**config.mk**
```make
export PLATFORM = sky130hd
export DESIGN_NAME = mem_port_arbiter
export DESIGN_NICKNAME = d
export VERILOG_FILES = /design/src/rtl/mem_port_arbiter_pkg.sv /design/src/rtl/mem_port_arbiter_rr_lock_sel.sv /design/src/rtl/mem_port_arbiter.sv
export SDC_FILE = /design/constraint.sdc
export NUM_CORES = 1
export LEC_CHECK = 0
export BUFFER_PORTS_ARGS = -buffer_cell sky130_fd_sc_hd__buf_2
export CAP_MARGIN = 15
export CORE_MARGIN = 4
export CORE_UTILIZATION = 35
export CTS_CLUSTER_SIZE = 10
export DETAILED_ROUTE_END_ITERATION = 8
export HOLD_SLACK_MARGIN = 0.1
export PLACE_DENSITY = 0.81
export SLEW_MARGIN = 10
export SYNTH_ARGS = -nofsm -noshare
export SYNTH_HDL_FRONTEND = slang
export SYNTH_SLANG_ARGS = --single-unit
```
**constraint.sdc**
```tcl
create_clock -name clk -period 2.5 [get_ports clk]
set_input_delay 0.25 -clock clk [delete_from_list [all_inputs] [get_ports clk]]
set_output_delay 0.25 -clock clk [all_outputs]
set_load 0.01 [all_outputs]
```
**src/rtl/mem_port_arbiter_pkg.sv**
```systemverilog
// Shared constants for the memory-port arbiter and its clients.
// Widths match the 16K x 16 dual-port memory and the CPU data path.
package mem_port_arbiter_pkg;

  localparam int ADDR_W = 14;
  localparam int DATA_W = 16;

  localparam logic REQ_CPU = 1'b0;
  localparam logic REQ_DMA = 1'b1;

  typedef enum logic [1:0] {
    RULE_NONE,
    RULE_LOCK,
    RULE_SINGLE,
    RULE_RR
  } grant_rule_e;

endpackage

```
**src/rtl/mem_port_arbiter_rr_lock_sel.sv**
```systemverilog
// Grant selection for two requesters: bounded lock hold, then single request,
// then round-robin between simultaneous requests.
module rr_lock_sel #(
  parameter int MAX_LOCK = 4
) (
  input  logic       clk,
  input  logic       reset,
  input  logic [1:0] req,
  input  logic [1:0] lock,
  output logic [1:0] gnt
);
  import mem_port_arbiter_pkg::*;

  localparam int CNT_W = 4;

  logic             rr_last;
  logic             lock_valid;
  logic             lock_owner;
  logic [CNT_W-1:0] lock_cnt;

  grant_rule_e rule;
  logic        sel;
  logic        preempt;

  always_comb begin
    rule    = RULE_NONE;
    sel     = REQ_CPU;
    gnt     = 2'b00;
    preempt = lock_valid && req[lock_owner] && req[~lock_owner] &&
              (lock_cnt == CNT_W'(MAX_LOCK));
    if (!reset) begin
      if (preempt) begin
        rule = RULE_RR;
        sel  = ~lock_owner;
      end else if (lock_valid && req[lock_owner]) begin
        rule = RULE_LOCK;
        sel  = lock_owner;
      end else if (req == 2'b01) begin
        rule = RULE_SINGLE;
        sel  = REQ_CPU;
      end else if (req == 2'b10) begin
        rule = RULE_SINGLE;
        sel  = REQ_DMA;
      end else if (req == 2'b11) begin
        rule = RULE_RR;
        sel  = ~rr_last;
      end
      if (rule != RULE_NONE) begin
        gnt[sel] = 1'b1;
      end
    end
  end

  // A held lock only ages while the other side is actually waiting; any other
  // locked grant (including the winner of a preemption) starts a fresh hold.
  always_ff @(posedge clk) begin
    if (reset) begin
      rr_last    <= REQ_DMA;
      lock_valid <= 1'b0;
      lock_owner <= REQ_CPU;
      lock_cnt   <= '0;
    end else begin
      if (rule != RULE_NONE) begin
        rr_last <= sel;
      end
      if (rule == RULE_LOCK && lock[sel]) begin
        if (req[~sel]) begin
          lock_cnt <= lock_cnt + CNT_W'(1);
        end
      end else if (rule != RULE_NONE && lock[sel]) begin
        lock_valid <= 1'b1;
        lock_owner <= sel;
        lock_cnt   <= '0;
      end else begin
        lock_valid <= 1'b0;
        lock_cnt   <= '0;
      end
    end
  end

endmodule

```
**src/rtl/mem_port_arbiter.sv**
```systemverilog
// Shares one port of the dual-port memory between the CPU (r0) and DMA (r1),
// steering each registered read result back to the requester that issued it.
module mem_port_arbiter #(
  parameter int ADDR_W   = mem_port_arbiter_pkg::ADDR_W,
  parameter int DATA_W   = mem_port_arbiter_pkg::DATA_W,
  parameter int MAX_LOCK = 4
) (
  input  logic              clk,
  input  logic              reset,
  input  logic              r0_req,
  input  logic              r0_we,
  input  logic              r0_lock,
  input  logic [ADDR_W-1:0] r0_addr,
  input  logic [DATA_W-1:0] r0_wdata,
  output logic              r0_gnt,
  output logic              r0_rvalid,
  output logic [DATA_W-1:0] r0_rdata,
  input  logic              r1_req,
  input  logic              r1_we,
  input  logic              r1_lock,
  input  logic [ADDR_W-1:0] r1_addr,
  input  logic [DATA_W-1:0] r1_wdata,
  output logic              r1_gnt,
  output logic              r1_rvalid,
  output logic [DATA_W-1:0] r1_rdata,
  output logic [ADDR_W-1:0] mem_address,
  output logic [DATA_W-1:0] mem_in,
  output logic              mem_we,
  input  logic [DATA_W-1:0] mem_out
);
  import mem_port_arbiter_pkg::*;

  logic [1:0] gnt;
  logic       rd_valid;
  logic       rd_tag;

  rr_lock_sel #(
    .MAX_LOCK(MAX_LOCK)
  ) u_sel (
    .clk  (clk),
    .reset(reset),
    .req  ({r1_req, r0_req}),
    .lock ({r1_lock, r0_lock}),
    .gnt  (gnt)
  );

  assign r0_gnt = gnt[REQ_CPU];
  assign r1_gnt = gnt[REQ_DMA];

  always_comb begin
    mem_we      = 1'b0;
    mem_address = '0;
    mem_in      = '0;
    if (gnt[REQ_CPU]) begin
      mem_we      = r0_we;
      mem_address = r0_addr;
      mem_in      = r0_wdata;
    end else if (gnt[REQ_DMA]) begin
      mem_we      = r1_we;
      mem_address = r1_addr;
      mem_in      = r1_wdata;
    end
  end

  always_ff @(posedge clk) begin
    if (reset) begin
      rd_valid <= 1'b0;
      rd_tag   <= REQ_CPU;
    end else begin
      rd_valid <= (gnt[REQ_CPU] && !r0_we) || (gnt[REQ_DMA] && !r1_we);
      rd_tag   <= gnt[REQ_DMA];
    end
  end

  // Gating with reset drops a read whose data would land in the reset cycle.
  assign r0_rvalid = rd_valid && (rd_tag == REQ_CPU) && !reset;
  assign r1_rvalid = rd_valid && (rd_tag == REQ_DMA) && !reset;
  assign r0_rdata  = mem_out;
  assign r1_rdata  = mem_out;

endmodule
```
=== Word-level counts from Yosys, hierarchy flattened ===
Index checks and enable logic that the tools add are counted.

* Input bits: 84
* Register bits after elaboration: 9
* Word-level logic and storage cells: 76
* Output and inout bits: 67

* Multiplexer cells: 33
* Order comparisons: 6
* Bitwise gates (word level): 5
* Add/sub/neg operators: 1
* Reduce and logical (&&, ||, !) cells: 20
* Equal/unequal tests: 5

{| class="wikitable"
|+ Operators with widths
! operator !! number
|-
| 16-bit 2-to-1 mux || 2
|-
| 14-bit 2-to-1 mux || 2
|-
| 1-bit 2-to-1 mux || 19
|-
| 2-bit 2-to-1 mux || 9
|-
| 1-bit logical AND || 12
|-
| 1-bit by 2-bit less-than comparator with 1-bit output (second input constant) || 5
|-
| 1-bit NOT || 5
|-
| 4-bit by 1-bit adder with 4-bit output (second input constant) || 1
|-
| 2-bit by 1-bit == test with 1-bit output (second input constant) || 2
|-
| 2-bit == test (second input constant) || 2
|-
| 4-bit by 3-bit == test with 1-bit output (second input constant) || 1
|-
| 2-bit nonzero test || 2
|-
| 1-bit zero test || 3
|-
| 2-bit AND reduction || 1
|-
| 2-bit OR reduction || 1
|-
| 1-bit demux with 1-bit select || 1
|-
| 1-bit greater-or-equal comparator (second input constant) || 1
|-
| 1-bit logical OR || 1
|}

=== Depth between registers and ports, before layout ===
Gate-level depths: netlist of run 1.

* Depth after elaboration: 15
* Mapped depth: 8
* Depth with buffers taken out: 6

=== Modules after synthesis ===
From an unflattened synthesis of run 1, not the netlist that was laid out.

* Cell total of the unflattened synthesis: 144
* Area, all modules: 1167.4 um^2

{| class="wikitable"
|+ Modules (own cells, without submodules)
! module !! times used !! seq. area each (um^2) !! area each (um^2) !! cells each
|-
| mem_port_arbiter || 1 || 40.0 || 668.1 || 83
|-
| rr_lock_sel || 1 || 140.1 || 499.2 || 61
|}

=== Least setup slack after synthesis of run 1 ===
No wires, ideal clock.

* Path type: reg2out
* Start: reg u_sel.lock_cnt[0]
* End: out mem_address[0]
* Buffers on the path: 2
* Required time: 2.250 ns
* Slack: 0.611 ns
* Cell stages (with the launch flop): 9
* Arrival time: 1.639 ns
* Cells stage by stage: dfxtp_1 inv_1 ha_1 and3b_1 buf_6 mux2i_4 buf_6 nand3_1 a21oi_1

* Longest elaborated chain between the ends: 12
* Elaborated cells on any way between the ends: 16
* Classes of those cells: order compare (2); eq/ne (1); mux (10); reduce/logical (3)

{| class="wikitable"
|+ RTL lines
! what !! RTL line !! text
|-
| from (decl) || mem_port_arbiter_rr_lock_sel.sv:19 || <nowiki>logic [CNT_W-1:0] lock_cnt;</nowiki>
|-
| from (signal assigned) || mem_port_arbiter_rr_lock_sel.sv:68 || <nowiki>lock_cnt <= lock_cnt + CNT_W'(1);</nowiki>
|-
| 4-bit by 3-bit == test with 1-bit output * || mem_port_arbiter_rr_lock_sel.sv:30 || <nowiki>(lock_cnt == CNT_W'(MAX_LOCK));</nowiki>
|-
| 1-bit logical AND * || mem_port_arbiter_rr_lock_sel.sv:29 || <nowiki>preempt = lock_valid && req[lock_owner] && req[~lock_owner] &&</nowiki>
|-
| 1-bit 2-to-1 mux || mem_port_arbiter_rr_lock_sel.sv:32 || <nowiki>if (preempt) begin</nowiki>
|-
| 1-bit 2-to-1 mux || mem_port_arbiter_rr_lock_sel.sv:31 || <nowiki>if (!reset) begin</nowiki>
|-
| 1-bit by 2-bit less-than comparator with 1-bit output (implied by the code) or 1-bit greater-or-equal comparator (tied branches) || mem_port_arbiter_rr_lock_sel.sv:49 || <nowiki>gnt[sel] = 1'b1;</nowiki>
|-
| 1-bit logical AND (implied by the code) || mem_port_arbiter_rr_lock_sel.sv:49 ||
|-
| 1-bit 2-to-1 mux (implied by the code) || mem_port_arbiter_rr_lock_sel.sv:49 ||
|-
| 1-bit demux with 1-bit select || - ||
|-
| 2-bit 2-to-1 mux * || mem_port_arbiter_rr_lock_sel.sv:48 || <nowiki>if (rule != RULE_NONE) begin</nowiki>
|-
| 2-bit 2-to-1 mux * || mem_port_arbiter_rr_lock_sel.sv:31 ||
|-
| 14-bit 2-to-1 mux || mem_port_arbiter.sv:58 || <nowiki>end else if (gnt[REQ_DMA]) begin</nowiki>
|-
| 14-bit 2-to-1 mux * || mem_port_arbiter.sv:54 || <nowiki>if (gnt[REQ_CPU]) begin</nowiki>
|-
| to (decl) || mem_port_arbiter.sv:26 || <nowiki>output logic [ADDR_W-1:0] mem_address,</nowiki>
|}

Mark *: on every way between the ends. The rest lies on a longest branch, timed or not. The select of a mux whose other input is x is not followed.

=== Worst setup path after layout of run 1 ===
* Start: reg u_sel.lock_cnt[0]
* End: out mem_address[10]

The elaborated chain is that of the path after synthesis.

==> results of run 1 <==
-- kinds of logic after synthesis --
| kind of cell | after synthesis | share of synthesized area (%) |
|---|---|---|
| simple gates | 49 | 19.0 |
| xor+xnor | 2 | 1.24 |
| flops | 9 | 12.7 |
| mux | 5 | 4.94 |
| fa+ha+maj | 2 | 1.76 |
| buf+inv | 54 | 25.6 |
| compound gates | 84 | 34.8 |
-- power by group through the flow --
stage / Sequential [mW] / Clock (mW) / Combinational [mW]
2_1_floorplan: 0.155 / 0 / 0.210
3_3_place_gp: 0.156 / 0 / 0.263
3_5_place_dp: 0.156 / 0 / 0.266
4_1_cts: 0.154 / 0.172 / 0.267
5_1_grt: 0.154 / 0.181 / 0.293
6_report: 0.154 / 0.169 / 0.265
-- how the worst max path moves through the flow --
stage	from	endpoint	slack, ns	cells past startpoint
2_1_floorplan	u_sel.lock_cnt[0]	mem_address[0]	0.61	8
3_3_place_gp	u_sel.lock_cnt[0]	mem_in[8]	0.42	8
3_5_place_dp	u_sel.lock_cnt[0]	mem_in[4]	0.39	8
4_1_cts	u_sel.lock_cnt[0]	mem_in[4]	0.13	8
5_1_grt	u_sel.lock_cnt[0]	mem_we	0.02	7
6_report	u_sel.lock_cnt[0]	mem_address[10]	0.17	7
-- layer usage --
| layer | share of wire (%) | wire length, um | vias to the layer above |
|---|---|---|---|
| met3 | 9.9 | 424 | 13 |
| li1 | - | - | 826 |
| met4 | 1.9 | 80 | 0 |
| met1 | 40 | 1710 | 738 |
| met5 | 0 | 0 | - |
| met2 | 48 | 2070 | 93 |
-- cell type report --
type / instances / area (um2)
Multi-Input combinational cell: 142 / 880
Timing Repair Buffer: 107 / 548
Clock buffer: 4 / 45.0
Sequential cell: 9 / 180
Tap cell: 48 / 60.1
Inverter: 4 / 15.0
Fill cell: 376 / 2070
-- synthesized netlist by cell type, types with 4 or more instances --
cell	number	share of area, %
a21oi_1	39	14
o21ai_1	33	12
buf_4	32	17
nand3_1	32	11
dfxtp_1	9	13
buf_2	8	2.8
clkbuf_1	6	1.6
nand2_1	5	1.3
and3b_1	4	2.5
buf_6	4	3.2
inv_1	4	1.1
-- through the flow --
stage          utilization [%]  std cells  hold slack [ns]
6_report                  45.5        314            0.280
5_1_grt                   45.5        314            0.288
4_1_cts                   45.5        314            0.278
3_5_place_dp              44.3        310            0.500
3_3_place_gp              44.3        310            0.499
2_1_floorplan                -        205            0.361
-- state kept, by name (all words and copies together), names as in the netlist --
name,count
u_sel.lock_cnt,4
u_sel.lock_owner,1
u_sel.rr_last,1
rd_tag,1
rd_valid,1
u_sel.lock_valid,1
-- worst max-delay path, cell delays in order (launching register included) --
cell,delay [ns]
dfxtp_1,0.38
inv_1,0.07
ha_1,0.18
and3b_2,0.28
mux2_4,0.47
o21ai_1,0.12
a21oi_1,0.20
buf_2,0.16
-- repair_timing --
item                                   4_1_cts  5_1_grt
endpoints found under the hold margin        0        0
setup endpoints to repair                    0        6
resized for setup                            0        1
==> metrics.txt, run 1 <==
width of the die=71.6 um; Cell Area, Synth=1420 um2; setup_tns=0 ns; post-route minimum period=2.33 ns; initial core utilization=37.3%; port buffer count=102; global routing usage on met3=2.95%; Num CTS Buffers=3; number of diodes=0; vias per cell=5.32; Routed WL per cell=13.7 um; commonest cells after routing, fill and taps aside=buf_2, a21oi_1, o21ai_1, nand3_1, dfxtp_1; final worst-path cycle share=93.3%; initial antenna violation count=0; slew margin rel.=56.6%; post-synthesis register bit count=9; standard-cell rows=22; Congestion Overflow GR=0; net switching fraction of the power=35.7%; cell internal pwr=0.378 mW; worst slew pin tran=0.651 ns; EDFF count, synth=0; I/O pin count=151; Switch Pwr=0.210 mW; Crit Path Category=reg -> out; Post-synth ARST share=0%; H-tree levels=1; Global Route Usage Sum=14.8%; setup slack, reg-to-reg=0.51 ns; fin. max-slew vios=0; register area share after synthesis=12.7%; prevailing post-synth register cell=dfxtp_1; cts hold-fix bufs=0; final wirelength=4290 um; fin area=1730 um2; Reg2Reg Depth=6; clk sinks=9; drt drc=0; synth warn=0; global routing usage on met1=17.0%; power per cell area=340 nW/um2; VDD IR max=0.172 mV; gr busiest metal=met2; CP Capture Type=output pin; commonest non-fill, non-tap cell in the layout=buf_2; Comb power frac=45.1%; CP arrival=2.08 ns; crit path launch type=flop; CTS Root Cell=clkbuf_8; Worst EP required=2.25 ns; Hold Path Cell Cnt=2; largest net degree at the start of global routing=33; DRT iter0 DRCs=52; Final Skew=0.00484 ns; postcts setup bufs=0; Synth Area per Inst=6.92 um2; placed inst area=1680 um2; met2 Resource Use GR=26.5%; outcome=completed; die area=5130 um2; Clock Power Share=28.7%; Max-Cap Viols=0; CTS tree=built; total power=0.588 mW; Min-Delay Path Class=in -> reg; share of layout cells above drive strength 1=46.6%; clock-pin slew on the worst setup and hold paths=0.05 ns; crit path max fanout=32; Syn Inst Count=205; Max Clk Rate=0.429 GHz; area grow syn2layout=21.9%; core area=3800 um2; Die Y=71.6 um; reg2reg end=u_sel.lock_valid; synthesized net count=291; First-pass DRT Iterations=4; Hold Path End=u_sel.lock_owner; worst r2r src=u_sel.lock_cnt[0]; Clk Latency, worst-skew pair=0.23 ns; routability congestion estimate=0.792; clock buffer depth=2; Final HPWL DP=3220 um; first-pass GRT wire length=6410 um; DR vias=1670; Post-DRT Antenna Nets=0; Synth cell types=34; vias in the first global route=1482; Final Setup Violations=0; Worst Slack Setup Final=0.169 ns; Layout Nets=353; min-delay src=r0_lock; Final Hold Viols=0; LEAKAGE=0.830 nW; RSZ-0062 raised after global routing=no; Place WS=0.388 ns; Flop pwr share=26.2%
Note: power is estimated with default switching activity, not from simulation.
==> run 2: changes to the inputs <==
--- a/constraint.sdc
+++ b/constraint.sdc
@@ -3,2 +3,2 @@
 set_output_delay 0.25 -clock clk [all_outputs]
-set_load 0.01 [all_outputs]
+set_load 0.05 [all_outputs]
==> run 2 against run 1 <==
  * Maximum frequency down 1.6%
  * Global-route usage rose by 0.60 points
  * Flip-flop and latch count stayed put
  * Critical path depth grew 1
  * Count of clock-buffer cells in the layout stayed put
==> metrics.txt, run 2 (same netlist as run 1, synthesis figures left out) <==
postcts setup bufs=0 (unchanged); core area=3800 um2 (unchanged); commonest cells after routing, fill and taps aside=buf_2, a21oi_1, o21ai_1, nand3_1; initial core utilization=37.3% (unchanged); vias per cell=5.31 (about the same); Layout Nets=354 (+0.28%); clk sinks=9 (unchanged); slew margin rel.=57.7% (+1.1 points); I/O pin count=151 (unchanged); final worst-path cycle share=94.7% (+1.5 points); standard-cell rows=22 (unchanged); fin util=47.5% (+2.0 points); port buffer count=102 (unchanged); post-route minimum period=2.37 ns (+0.0371 ns); Min-Delay Path Class=in -> reg; crit path max fanout=12 (-63%); Final HPWL DP=3240 um (+0.45%); clock buffer depth=2 (unchanged); max reg flops=4 (unchanged); Routed WL per cell=14.0 um (+2.5%); width of the die=71.6 um (unchanged); first-pass GRT wire length=6720 um (+4.8%); die area=5130 um2 (unchanged); fin area=1810 um2 (+4.5%); Congestion Overflow GR=0 (unchanged); crit path launch type=flop; DR vias=1674 (+0.24%); placed inst area=1680 um2 (unchanged); LEAKAGE=0.838 nW (+0.96%); worst slew pin tran=0.635 ns (-0.0166 ns); CTS Root Cell=clkbuf_8; Final Hold Viols=0 (unchanged); outcome=completed; RSZ-0062 raised after global routing=yes; largest net degree at the start of global routing=33 (unchanged); H-tree levels=1 (unchanged); Worst EP required=2.25 ns (about the same); vias in the first global route=1567 (+5.7%); area grow syn2layout=27.4%; First-pass DRT Iterations=4 (unchanged); Final Skew=0.000887 ns (-0.00395 ns); routability congestion estimate=0.883 (+12%); Post-DRT Antenna Nets=0 (unchanged); VDD IR max=0.285 mV (+65%); Crit Path Category=reg -> out; clock-pin slew on the worst setup and hold paths=0.04 ns (about the same); DRT iter0 DRCs=44 (-15%); number of diodes=0 (unchanged); Max-Cap Viols=0 (unchanged); power per cell area=396 nW/um2 (+17%); fin. max-slew vios=0 (unchanged); Clk Latency, worst-skew pair=0.23 ns (about the same); setup_tns=0 ns (unchanged); Global Route Usage Sum=15.4% (+0.60 points); Max Clk Rate=0.422 GHz (-1.6%); initial antenna violation count=0 (unchanged); CTS tree=built; drt drc=0 (unchanged); final wirelength=4410 um (+2.8%); Top reg by flops=u_sel.lock_cnt; Num CTS Buffers=3 (unchanged); Die Y=71.6 um (unchanged); commonest non-fill, non-tap cell in the layout=buf_2; Final Setup Violations=0 (unchanged); CP Capture Type=output pin; CP arrival=2.12 ns (+0.04 ns); share of layout cells above drive strength 1=46.8% (+0.20 points)
-- run 2: cell count changes in the layout (fill, tap and decap cells not counted) --
| cell | change |
|---|---|
| buf_8 | +1 |
| buf_2 | -22 |
| buf_4 | +8 |
| mux2_4 | +1 |
| clkbuf_4 | +13 |
-- run 2: report_power, final --
part	switching (mW)	internal, mW
registers	0.00445	0.149
clock network	0.0536	0.111
logic	0.265	0.132
total	0.323	0.392
-- run 2: final cells by class --
type	count	area, um2
flip-flops and latches	9	180
repair buffers	107	611
multi-input cells	143	895
well taps	48	60.1
fillers	388	1990
inverters	4	15.0
clock buffers	4	45.0
-- run 2: path summary, 6_finish.rpt --
path	start	endpoint	slack, ns	cells after the start
worst max-delay path	u_sel.lock_cnt[0]	mem_address[7]	0.13	8
worst min-delay path	r0_lock	u_sel.lock_owner	0.30	2
worst max register to register	u_sel.lock_cnt[0]	u_sel.lock_valid	0.57	6
worst min register to register	u_sel.rr_last	u_sel.rr_last	0.52	2
-- run 2: stage by stage --
| step | worst slack, ns | hold slack (ns) | std cells | power [mW] |
|---|---|---|---|---|
| after detailed placement | 0.227 | 0.501 | 310 | 0.537 |
| after floorplan | 0.0538 | 0.361 | 205 | 0.566 |
| final | 0.131 | 0.298 | 315 | 0.716 |
| after CTS | 0.0541 | 0.283 | 314 | 0.705 |
| after global routing | -0.0419 | 0.285 | 315 | 0.763 |
| after global placement | 0.279 | 0.497 | 310 | 0.535 |
-- run 2: repair_timing --
action                                 4_1_cts  5_1_grt
pin swaps                                    0        0
cloned                                       0        1
setup endpoints to repair                    8       31
endpoints found under the hold margin        0        0
hold buffers                                 0        0
gates resized for setup                      1       34
-- run 2: layer usage --
metal | wire [um] | track usage [%]
met1 | 1730 | 18.0
met2 | 2170 | 27.2
met3 | 401 | 3.09
met4 | 108 | 6.05
met5 | 0 | 0
-- run 2: critical path, stage by stage (launching register included) --
cell and delay, ns:
dfxtp_1 0.34, inv_1 0.07, ha_1 0.13, and3b_2 0.32
mux2i_4 0.30, buf_4 0.23, nand3_1 0.09, a21oi_1 0.15
clkbuf_4 0.26
==> run 3: changes to the inputs <==
- clock period: 2.5 -> 2.2 ns (I/O delays scaled with it)
==> run 3 against run 2 <==
  * Sequential power grew 14%
  * Highest routed layer unchanged
  * Count of clock-buffer cells in the layout is the same
  * The flow now finishes with violations (setup timing)
  * Die area did not move
==> metrics.txt, run 3 (same netlist as run 1, synthesis figures left out) <==
outcome=complete, but fails checks; failing checks=setup timing; CTS tree=built; commonest cells after routing, fill and taps aside=buf_2, buf_6, a21oi_2, nand3_1, o21ai_2; routability congestion estimate=0.760 (-14%); total power=0.961 mW (+34%); Cells after DPL=312 (+0.65%); Worst path slowest cell=mux2_4; Reg2Reg Depth=8 (+2); drt drc=0 (unchanged); Min-Delay Path Class=in -> reg; LEAKAGE=0.978 nW (+17%); Final Skew=0.00344 ns (+0.00256 ns); max reg flops=4 (unchanged); port buffer count=102 (unchanged); final worst-path cycle share=102%; worst slew pin tran=1.13 ns (+0.498 ns); fin. max-slew vios=0 (unchanged); Worst Slack Setup Final=-0.0520 ns (-0.183 ns); Num CTS Buffers=3 (unchanged); first-pass GRT wire length=7870 um (+17%); Multi-input gate area=1230 um2 (+37%); initial core utilization=37.3% (unchanged); crit path launch type=flop; Max Clk Rate=0.444 GHz; DRT iter0 DRCs=116 (+160%); clock-pin slew on the worst setup and hold paths=0.04 ns (about the same); commonest non-fill, non-tap cell in the layout=buf_2; setup_tns=-0.359 ns (-0.359 ns); H-tree levels=1 (unchanged); clk sinks=9 (unchanged); fin util=62.1% (+15 points); Top reg by flops=u_sel.lock_cnt; Place WS=0.0954 ns (-0.131 ns); Critical Path Stages=8 (unchanged); placed inst area=1840 um2 (+9.7%); number of diodes=0 (unchanged); fin area=2360 um2 (+31%); Crit Path Category=reg -> out; CP Capture Type=output pin; Hold Path Cell Cnt=2 (unchanged); Global Route Usage Sum=18.9% (+3.6 points); Post-DRT Antenna Nets=0 (unchanged); Congestion Overflow GR=0 (unchanged); Reg area=183 um2 (+1.4%); DR vias=1786 (+6.7%); Final Setup Violations=27 (+27); Final HPWL DP=3230 um (-0.22%); CTS Root Cell=clkbuf_8; crit path max fanout=8 (-4); I/O pin count=151 (unchanged); final wirelength=5300 um (+20%); First-pass DRT Iterations=4 (unchanged); largest net degree at the start of global routing=33 (unchanged); Slowest Stage Delay on Critical Path=0.39 ns (+0.05 ns); Worst Path Buf+Inv=3 (unchanged); standard-cell rows=22 (unchanged); power per cell area=407 nW/um2 (+2.8%); post-route minimum period=2.25 ns; core area=3800 um2 (unchanged); Routed WL per cell=16.3 um (+16%); Worst EP required=1.98 ns (-0.27 ns); post-route insts no fill=325 (+3.2%); initial antenna violation count=0 (unchanged); CP delay by family, top=buffers and inverters; vias per cell=5.50 (+3.4%); RSZ-0062 raised after global routing=yes; Max-Cap Viols=0 (unchanged); Layout Nets=364 (+2.8%); vias in the first global route=1742 (+11%); width of the die=71.6 um (unchanged); CP arrival=2.03 ns (-0.09 ns); cts hold-fix bufs=0 (unchanged); Final Hold Viols=0 (unchanged); # fillers=321 (-17%); area grow syn2layout=66.4%; Clk Latency, worst-skew pair=0.24 ns (about the same); slew margin rel.=24.3% (-33 points); hold slack=0.241 ns (-0.0574 ns); die area=5130 um2 (unchanged); Die Y=71.6 um (unchanged); clock buffer depth=2 (unchanged); CP Cell Sequence=inv_1, ha_1, and3b_2, buf_4, mux2_4, o21ai_2, a21oi_2, buf_6; VDD IR max=0.314 mV (+10%); share of layout cells above drive strength 1=72.9% (+26 points)
## run 3: cell count changes in the layout (fill, tap and decap cells not counted), sizes merged
cell and delta:
mux2 +2, buf +21, clkbuf -13
## run 3: worst reg2reg max path, stage by stage (launching register included)
cell and delay, ns:
dfxtp_2 0.32, inv_1 0.04, ha_1 0.17, and3b_2 0.25
buf_4 0.16, mux2_4 0.38, buf_4 0.17, o31ai_4 0.29
a21oi_1 0.12
## run 3: where the power goes
group | leakage, nW | switching (mW) | internal [mW] | total [mW]
clock network | 0.0228 | 0.0660 | 0.126 | 0.192
registers | 0.0745 | 0.00586 | 0.170 | 0.176
logic | 0.881 | 0.370 | 0.222 | 0.593
## run 3: area by class of cell
| class | instances | share of cell area, % |
|---|---|---|
| flip-flops and latches | 9 | 7.75 |
| inverters | 4 | 0.637 |
| well taps | 48 | 2.55 |
| clock buffers | 4 | 1.91 |
| repair buffers | 115 | 35.1 |
| multi-input cells | 145 | 52.0 |
## run 3: worst paths after layout
| path | startpoint | endpoint | slack (ns) |
|---|---|---|---|
| setup / recovery | u_sel.lock_cnt[0] | mem_address[12] | -0.05 |
| hold / removal | r0_lock | u_sel.lock_owner | 0.24 |
| setup reg to reg | u_sel.lock_cnt[0] | u_sel.lock_cnt[2] | 0.17 |
| hold reg to reg | u_sel.rr_last | u_sel.rr_last | 0.58 |
## run 3: timing repair
| item | 4_1_cts | 5_1_grt |
|---|---|---|
| resized for setup | 73 | 39 |
| pin swaps | 1 | 30 |
| cloned | 4 | 0 |
| endpoints found under the setup margin | 32 | 32 |
| setup buffers | 5 | 0 |
## run 3: per-layer routing
metal  part of all wire [%]  global-route usage (%)
met1                     41                    22.0
met2                     50                    33.2
met3                    6.1                    2.66
met4                    2.5                    10.2
met5                      0                       0
